**src/rtl/s_axis_rq_arbiter_x4_pkg.sv**
```systemverilog
`default_nettype none
// +------------------------------------------------------------------+
// | s_axis_rq_arbiter_x4_pkg : shared types for the RQ stream arbiter |
// | Rev 1.0                                                          |
// +------------------------------------------------------------------+
package s_axis_rq_arbiter_x4_pkg;

  localparam int RQ_USER_WIDTH = 4;

  typedef enum logic [0:0] {
    IDLE = 1'b0,
    LOCK = 1'b1
  } state_t;

endpackage
`default_nettype wire

```
**src/rtl/axis_pipe_reg.sv**
```systemverilog
`default_nettype none
// +------------------------------------------------------------------+
// | axis_pipe_reg : one-entry registered AXI-Stream output stage      |
// | Rev 1.0                                                          |
// +------------------------------------------------------------------+
module axis_pipe_reg #(
  parameter int DATA_WIDTH = 128,
  parameter int KEEP_WIDTH = DATA_WIDTH / 8,
  parameter int USER_WIDTH = 4
) (
  input  logic                  clk,
  input  logic                  rst_n,
  input  logic                  i_load,
  input  logic [DATA_WIDTH-1:0] i_data,
  input  logic [KEEP_WIDTH-1:0] i_keep,
  input  logic                  i_last,
  input  logic [USER_WIDTH-1:0] i_user,
  input  logic                  i_ready,
  output logic                  o_can_load,
  output logic                  o_valid,
  output logic [DATA_WIDTH-1:0] o_data,
  output logic [KEEP_WIDTH-1:0] o_keep,
  output logic                  o_last,
  output logic [USER_WIDTH-1:0] o_user
);

  logic                  r_valid;
  logic [DATA_WIDTH-1:0] r_data;
  logic [KEEP_WIDTH-1:0] r_keep;
  logic                  r_last;
  logic [USER_WIDTH-1:0] r_user;

  // Space is available when empty or when the held beat leaves this cycle.
  assign o_can_load = ~r_valid | i_ready;

  always_ff @(posedge clk or negedge rst_n) begin
    if (!rst_n) begin
      r_valid <= 1'b0;
      r_data  <= '0;
      r_keep  <= '0;
      r_last  <= 1'b0;
      r_user  <= '0;
    end else if (i_load) begin
      r_valid <= 1'b1;
      r_data  <= i_data;
      r_keep  <= i_keep;
      r_last  <= i_last;
      r_user  <= i_user;
    end else if (i_ready) begin
      r_valid <= 1'b0;
    end
  end

  assign o_valid = r_valid;
  assign o_data  = r_data;
  assign o_keep  = r_keep;
  assign o_last  = r_last;
  assign o_user  = r_user;

endmodule
`default_nettype wire

```
**src/rtl/s_axis_rq_arbiter_x4.sv**
```systemverilog
`default_nettype none
// +------------------------------------------------------------------+
// | s_axis_rq_arbiter_x4 : packet round-robin of two RQ requesters    |
// | Rev 1.0                                                          |
// +------------------------------------------------------------------+
module s_axis_rq_arbiter_x4
  import s_axis_rq_arbiter_x4_pkg::*;
#(
  parameter int DATA_WIDTH = 128,
  parameter int KEEP_WIDTH = DATA_WIDTH / 8
) (
  input  logic                     user_clk,
  input  logic                     user_reset_n,
  input  logic [DATA_WIDTH-1:0]    s0_tdata,
  input  logic [KEEP_WIDTH-1:0]    s0_tkeep,
  input  logic                     s0_tlast,
  input  logic [RQ_USER_WIDTH-1:0] s0_tuser,
  input  logic                     s0_tvalid,
  output logic                     s0_tready,
  input  logic [DATA_WIDTH-1:0]    s1_tdata,
  input  logic [KEEP_WIDTH-1:0]    s1_tkeep,
  input  logic                     s1_tlast,
  input  logic [RQ_USER_WIDTH-1:0] s1_tuser,
  input  logic                     s1_tvalid,
  output logic                     s1_tready,
  output logic [DATA_WIDTH-1:0]    s_axis_rq_tdata_a,
  output logic [KEEP_WIDTH-1:0]    s_axis_rq_tkeep_a,
  output logic                     s_axis_rq_tlast_a,
  output logic [RQ_USER_WIDTH-1:0] s_axis_rq_tuser_a,
  output logic                     s_axis_rq_tvalid_a,
  input  logic [3:0]               s_axis_rq_tready_a,
  output logic [15:0]              pkt_count0,
  output logic [15:0]              pkt_count1
);

  state_t r_state;
  state_t w_state_nxt;
  logic   r_grant;
  logic   r_last_grant;
  logic   w_win;
  logic   w_arb;

  logic [15:0] r_pkt_count0;
  logic [15:0] r_pkt_count1;

  logic                     w_lock;
  logic                     w_can_load;
  logic                     w_load;
  logic                     w_g_ready;
  logic                     w_pkt_end;
  logic                     w_g_valid;
  logic [DATA_WIDTH-1:0]    w_g_data;
  logic [KEEP_WIDTH-1:0]    w_g_keep;
  logic                     w_g_last;
  logic [RQ_USER_WIDTH-1:0] w_g_user;
  logic                     w_unused_ready;

  assign w_unused_ready = &{1'b0, s_axis_rq_tready_a[3:1]};

  assign w_g_valid = r_grant ? s1_tvalid : s0_tvalid;
  assign w_g_data  = r_grant ? s1_tdata  : s0_tdata;
  assign w_g_keep  = r_grant ? s1_tkeep  : s0_tkeep;
  assign w_g_last  = r_grant ? s1_tlast  : s0_tlast;
  assign w_g_user  = r_grant ? s1_tuser  : s0_tuser;

  assign w_lock    = (r_state == LOCK);
  assign w_g_ready = w_lock & w_can_load;
  assign w_load    = w_g_ready & w_g_valid;
  assign w_pkt_end = w_load & w_g_last;

  assign s0_tready = w_g_ready & ~r_grant;
  assign s1_tready = w_g_ready &  r_grant;

  always_comb begin
    w_state_nxt = r_state;
    w_win       = r_grant;
    w_arb       = 1'b0;
    case (r_state)
      IDLE: begin
        if (s0_tvalid | s1_tvalid) begin
          w_arb       = 1'b1;
          w_state_nxt = LOCK;
          // On a tie the port that did not win last time goes next.
          w_win       = (s0_tvalid & s1_tvalid) ? ~r_last_grant : s1_tvalid;
        end
      end
      LOCK: begin
        if (w_pkt_end) begin
          w_state_nxt = IDLE;
        end
      end
      default: w_state_nxt = IDLE;
    endcase
  end

  always_ff @(posedge user_clk or negedge user_reset_n) begin
    if (!user_reset_n) begin
      r_state      <= IDLE;
      r_grant      <= 1'b0;
      r_last_grant <= 1'b1;
      r_pkt_count0 <= '0;
      r_pkt_count1 <= '0;
    end else begin
      r_state <= w_state_nxt;
      if (w_arb) begin
        r_grant      <= w_win;
        r_last_grant <= w_win;
      end
      if (w_pkt_end) begin
        if (r_grant) begin
          r_pkt_count1 <= r_pkt_count1 + 16'd1;
        end else begin
          r_pkt_count0 <= r_pkt_count0 + 16'd1;
        end
      end
    end
  end

  assign pkt_count0 = r_pkt_count0;
  assign pkt_count1 = r_pkt_count1;

  axis_pipe_reg #(
    .DATA_WIDTH (DATA_WIDTH),
    .KEEP_WIDTH (KEEP_WIDTH),
    .USER_WIDTH (RQ_USER_WIDTH)
  ) u_out_reg (
    .clk        (user_clk),
    .rst_n      (user_reset_n),
    .i_load     (w_load),
    .i_data     (w_g_data),
    .i_keep     (w_g_keep),
    .i_last     (w_g_last),
    .i_user     (w_g_user),
    .i_ready    (s_axis_rq_tready_a[0]),
    .o_can_load (w_can_load),
    .o_valid    (s_axis_rq_tvalid_a),
    .o_data     (s_axis_rq_tdata_a),
    .o_keep     (s_axis_rq_tkeep_a),
    .o_last     (s_axis_rq_tlast_a),
    .o_user     (s_axis_rq_tuser_a)
  );

endmodule
`default_nettype wire

```
**config.mk**
```make
export PLATFORM = sky130hd
export DESIGN_NAME = s_axis_rq_arbiter_x4
export DESIGN_NICKNAME = d
export VERILOG_FILES = /design/src/rtl/s_axis_rq_arbiter_x4_pkg.sv /design/src/rtl/axis_pipe_reg.sv /design/src/rtl/s_axis_rq_arbiter_x4.sv
export SDC_FILE = /design/constraint.sdc
export NUM_CORES = 1
export LEC_CHECK = 0
export ABC_AREA = 1
export CAP_MARGIN = 10
export CORE_AREA = 2 2 191 193
export DETAILED_ROUTE_END_ITERATION = 7
export DIE_AREA = 0 0 193 195
export GPL_TIMING_DRIVEN = 0
export PLACE_DENSITY_LB_ADDON = 0.12
export SKIP_CTS_REPAIR_TIMING = 1
export SYNTH_ARGS = -nofsm -noshare
export SYNTH_HDL_FRONTEND = slang
export SYNTH_HIERARCHICAL = 1
export SYNTH_SLANG_ARGS = --single-unit
```
**constraint.sdc**
```tcl
create_clock -name user_clk -period 5.2 [get_ports user_clk]
set_clock_uncertainty 0.15 [all_clocks]
set_input_delay 0.52 -clock user_clk [delete_from_list [all_inputs] [get_ports user_clk]]
set_output_delay 0.52 -clock user_clk [all_outputs]
set_load 0.02 [all_outputs]
```
==> flow_summary.json <==
{
  "coreArea_um2": 35400,
  "p_per_area_nw_per_um2": 547,
  "placementRows": 69,
  "gp_congestion": 0.854,
  "gr-total-overflow": 0,
  "first_pass_iters": 5,
  "cts_buffers": 17,
  "crit_type": "reg -> out",
  "finalMaxSlewViolations": 0,
  "startpoint_type": "flip-flop",
  "synth_top_family_by_area": "simple AND/OR/NAND/NOR gates",
  "tightestPinTransition_ps": 753,
  "setup_violations": 0,
  "detailroute.via_count": 9956,
  "r2r_slack_ps": 3050,
  "post-route-min-period_ps": 2890,
  "drc": 0,
  "crit_required_ps": 4530,
  "hold_viol": 0,
  "antenna_left": 0,
  "placed_cells": 2319,
  "start_util": 0.267,
  "ys.flop_type": "dfrtp_1",
  "worstPathArrival_ps": 2220,
  "die_area_um2": 37600,
  "worst_skew_pair.late_latency_ps": 430,
  "grt_pass1_wl_mm": 56.0,
  "tritoncts": "done",
  "slew_headroom": 0.498,
  "whs_ps": 320,
  "antenna_found_initial": 1,
  "rsz0062_at_grt": "false",
  "nets": 2186,
  "postSynthCellCount": 1371,
  "syn2layout_area_growth_pct": 64.3,
  "syn_area_per_cell_um2": 6.89,
  "grt_pass1_vias": 9576,
  "n_antenna_cell": 0,
  "final_cells": 2352,
  "crit_path_max_fanout": 10,
  "io_pins": 490,
  "die_y_um": 195,
  "clock_sinks": 185,
  "crit_end": "s1_tready",
  "min_path_cells": 2,
  "reg2regPathDepth": 8,
  "yosysSeqAreaShare": 0.490,
  "async_reset_ff_frac": 1.00,
  "fp.dieW_um": 193,
  "wl_per_cell_um": 16.3,
  "cp-end-kind": "output pin",
  "hpwl_mm": 30.2,
  "grt_use_total": 0.198,
  "first_iter_violations": 463,
  "yosys.area_share.xor_xnor": 0.0102,
  "final_cell_mix": "nand2_1, clkdlybuf4s50_1, dfrtp_1",
  "peakVddDrop_mv": 0.231,
  "final_common_cell": "nand2_1",
  "drive_gt1_frac": 0.0492,
  "synthSimpleGateAreaFrac": 0.428,
  "yosys_register_bits": 185,
  "grt_max_degree": 97,
  "ys_warn_count": 6,
  "post-route-period-util": 0.556,
  "clock_path_buffers": 2,
  "outcome": "finished, final reports clean",
  "hp-class": "reg -> reg",
  "wl_mm": 38.3,
  "synthDistinctLibCells": 26,
  "syn_nets": 1679,
  "cts-root-buf": "clkbuf_16",
  "synthAdderAreaFrac": 0.00265,
  "final_util": 0.439,
  "synth_edf_count": 0,
  "startpoint": "r_grant",
  "htreeDepth": 4,
  "total_power_mw": 8.50,
  "cap_violations": 0,
  "r2r_end": "u_out_reg/o_data[105]",
  "synthMuxAreaShare": 0,
  "via_per_inst": 4.23,
  "setup_ws_ps": 2310,
  "portBuffers": 486,
  "synth_compound_area_frac": 0.00993,
  "clkTransAtPathRegs_ps": 80,
  "max_freq_ghz": 0.346,
  "reg2reg_from": "r_grant",
  "synth.cell_area_um2": 9450,
  "dp_worst_setup_slack_ps": 2540,
  "leakagePower_nw": 7.91
}
flip-flops by register name, indices dropped and copies added, names as in the netlist:
register	cells
pkt_count0	16
pkt_count1	16
r_grant	1
r_last_grant	1
r_state	1
u_out_reg/o_data	128
u_out_reg/o_keep	16
u_out_reg/o_last	1
u_out_reg/o_user	4
u_out_reg/o_valid	1
critical path, stage by stage, from the launching register on:
cell and delay [ps]:
dfrtp_1 360, buf_4 190, inv_2 210, clkbuf_1 370
nor2_1 90, clkdlybuf4s50_1 550
stage by stage:
step,instance area (um^2),setup TNS [ps]
finish,15500,0
global route,15500,0
floorplan,9450,0
detailed placement,14900,0
CTS,15500,0
global placement,14900,-906430
area by class of cell:
type                    instances  area, um^2
clock buffers                  19         453
plain buffers                  69         415
clock inverters                13         141
flip-flops and latches        185        4630
repair buffers                488        4910
inverters                      37         141
fillers                      3661       19900
multi-input cells            1080        4270
well taps                     461         577
worst min path at each step:
stage | from | endpoint | slack (ps)
floorplan | user_reset_n | pkt_count0[0] | 70
global placement | u_out_reg/o_data[40] | u_out_reg/o_data[40] | 300
detailed placement | u_out_reg/o_data[88] | u_out_reg/o_data[88] | 310
CTS | user_reset_n | u_out_reg/o_data[36] | -40
global route | u_out_reg/o_data[95] | u_out_reg/o_data[95] | 330
finish | u_out_reg/o_data[49] | u_out_reg/o_data[49] | 320
logic make-up (layout without fill, tap and decap cells):
kind of cell,after synthesis,after routing
and+or+nand+nor,1051,1051
DFF,185,185
buffers and inverters,106,626
AOI/OAI and AO/OA,16,16
xor gates and xnor gates,11,11
adders and majority gates,2,2
power by group:
group | internal [mW] | leakage, nW | switching (mW) | total [mW]
Clock | 0.741 | 0.298 | 0.611 | 1.35
Combinational | 1.91 | 5.27 | 2.87 | 4.79
Sequential | 2.04 | 2.35 | 0.325 | 2.36
Total | 4.69 | 7.91 | 3.81 | 8.50
Yosys cell counts, types with 2 or more instances:
master    count  area [um^2]
buf_1         2         7.51
buf_2        32          160
buf_4         5         37.5
buf_6        13          146
clkbuf_1     17         63.8
dfrtp_1     184         4600
ha_1          2         25.0
inv_1        35          131
nand2_1     987         3700
nand2_2       2         12.5
nand3_1      14         70.1
nand3b_1      8         60.1
nand4_1       7         43.8
nor2_1       29          109
o21ai_0      14         70.1
xnor2_1       3         26.3
xor2_1        8         70.1
layer usage:
layer  global-route usage  up-vias  part of all wire
met4               0.0471        0             0.015
met1                0.233     4480              0.41
li1                     -     5120                 -
met5                    0        -                 0
met2                0.357      332              0.50
met3               0.0521       24             0.076
Power figures use the tool's default switching activity.
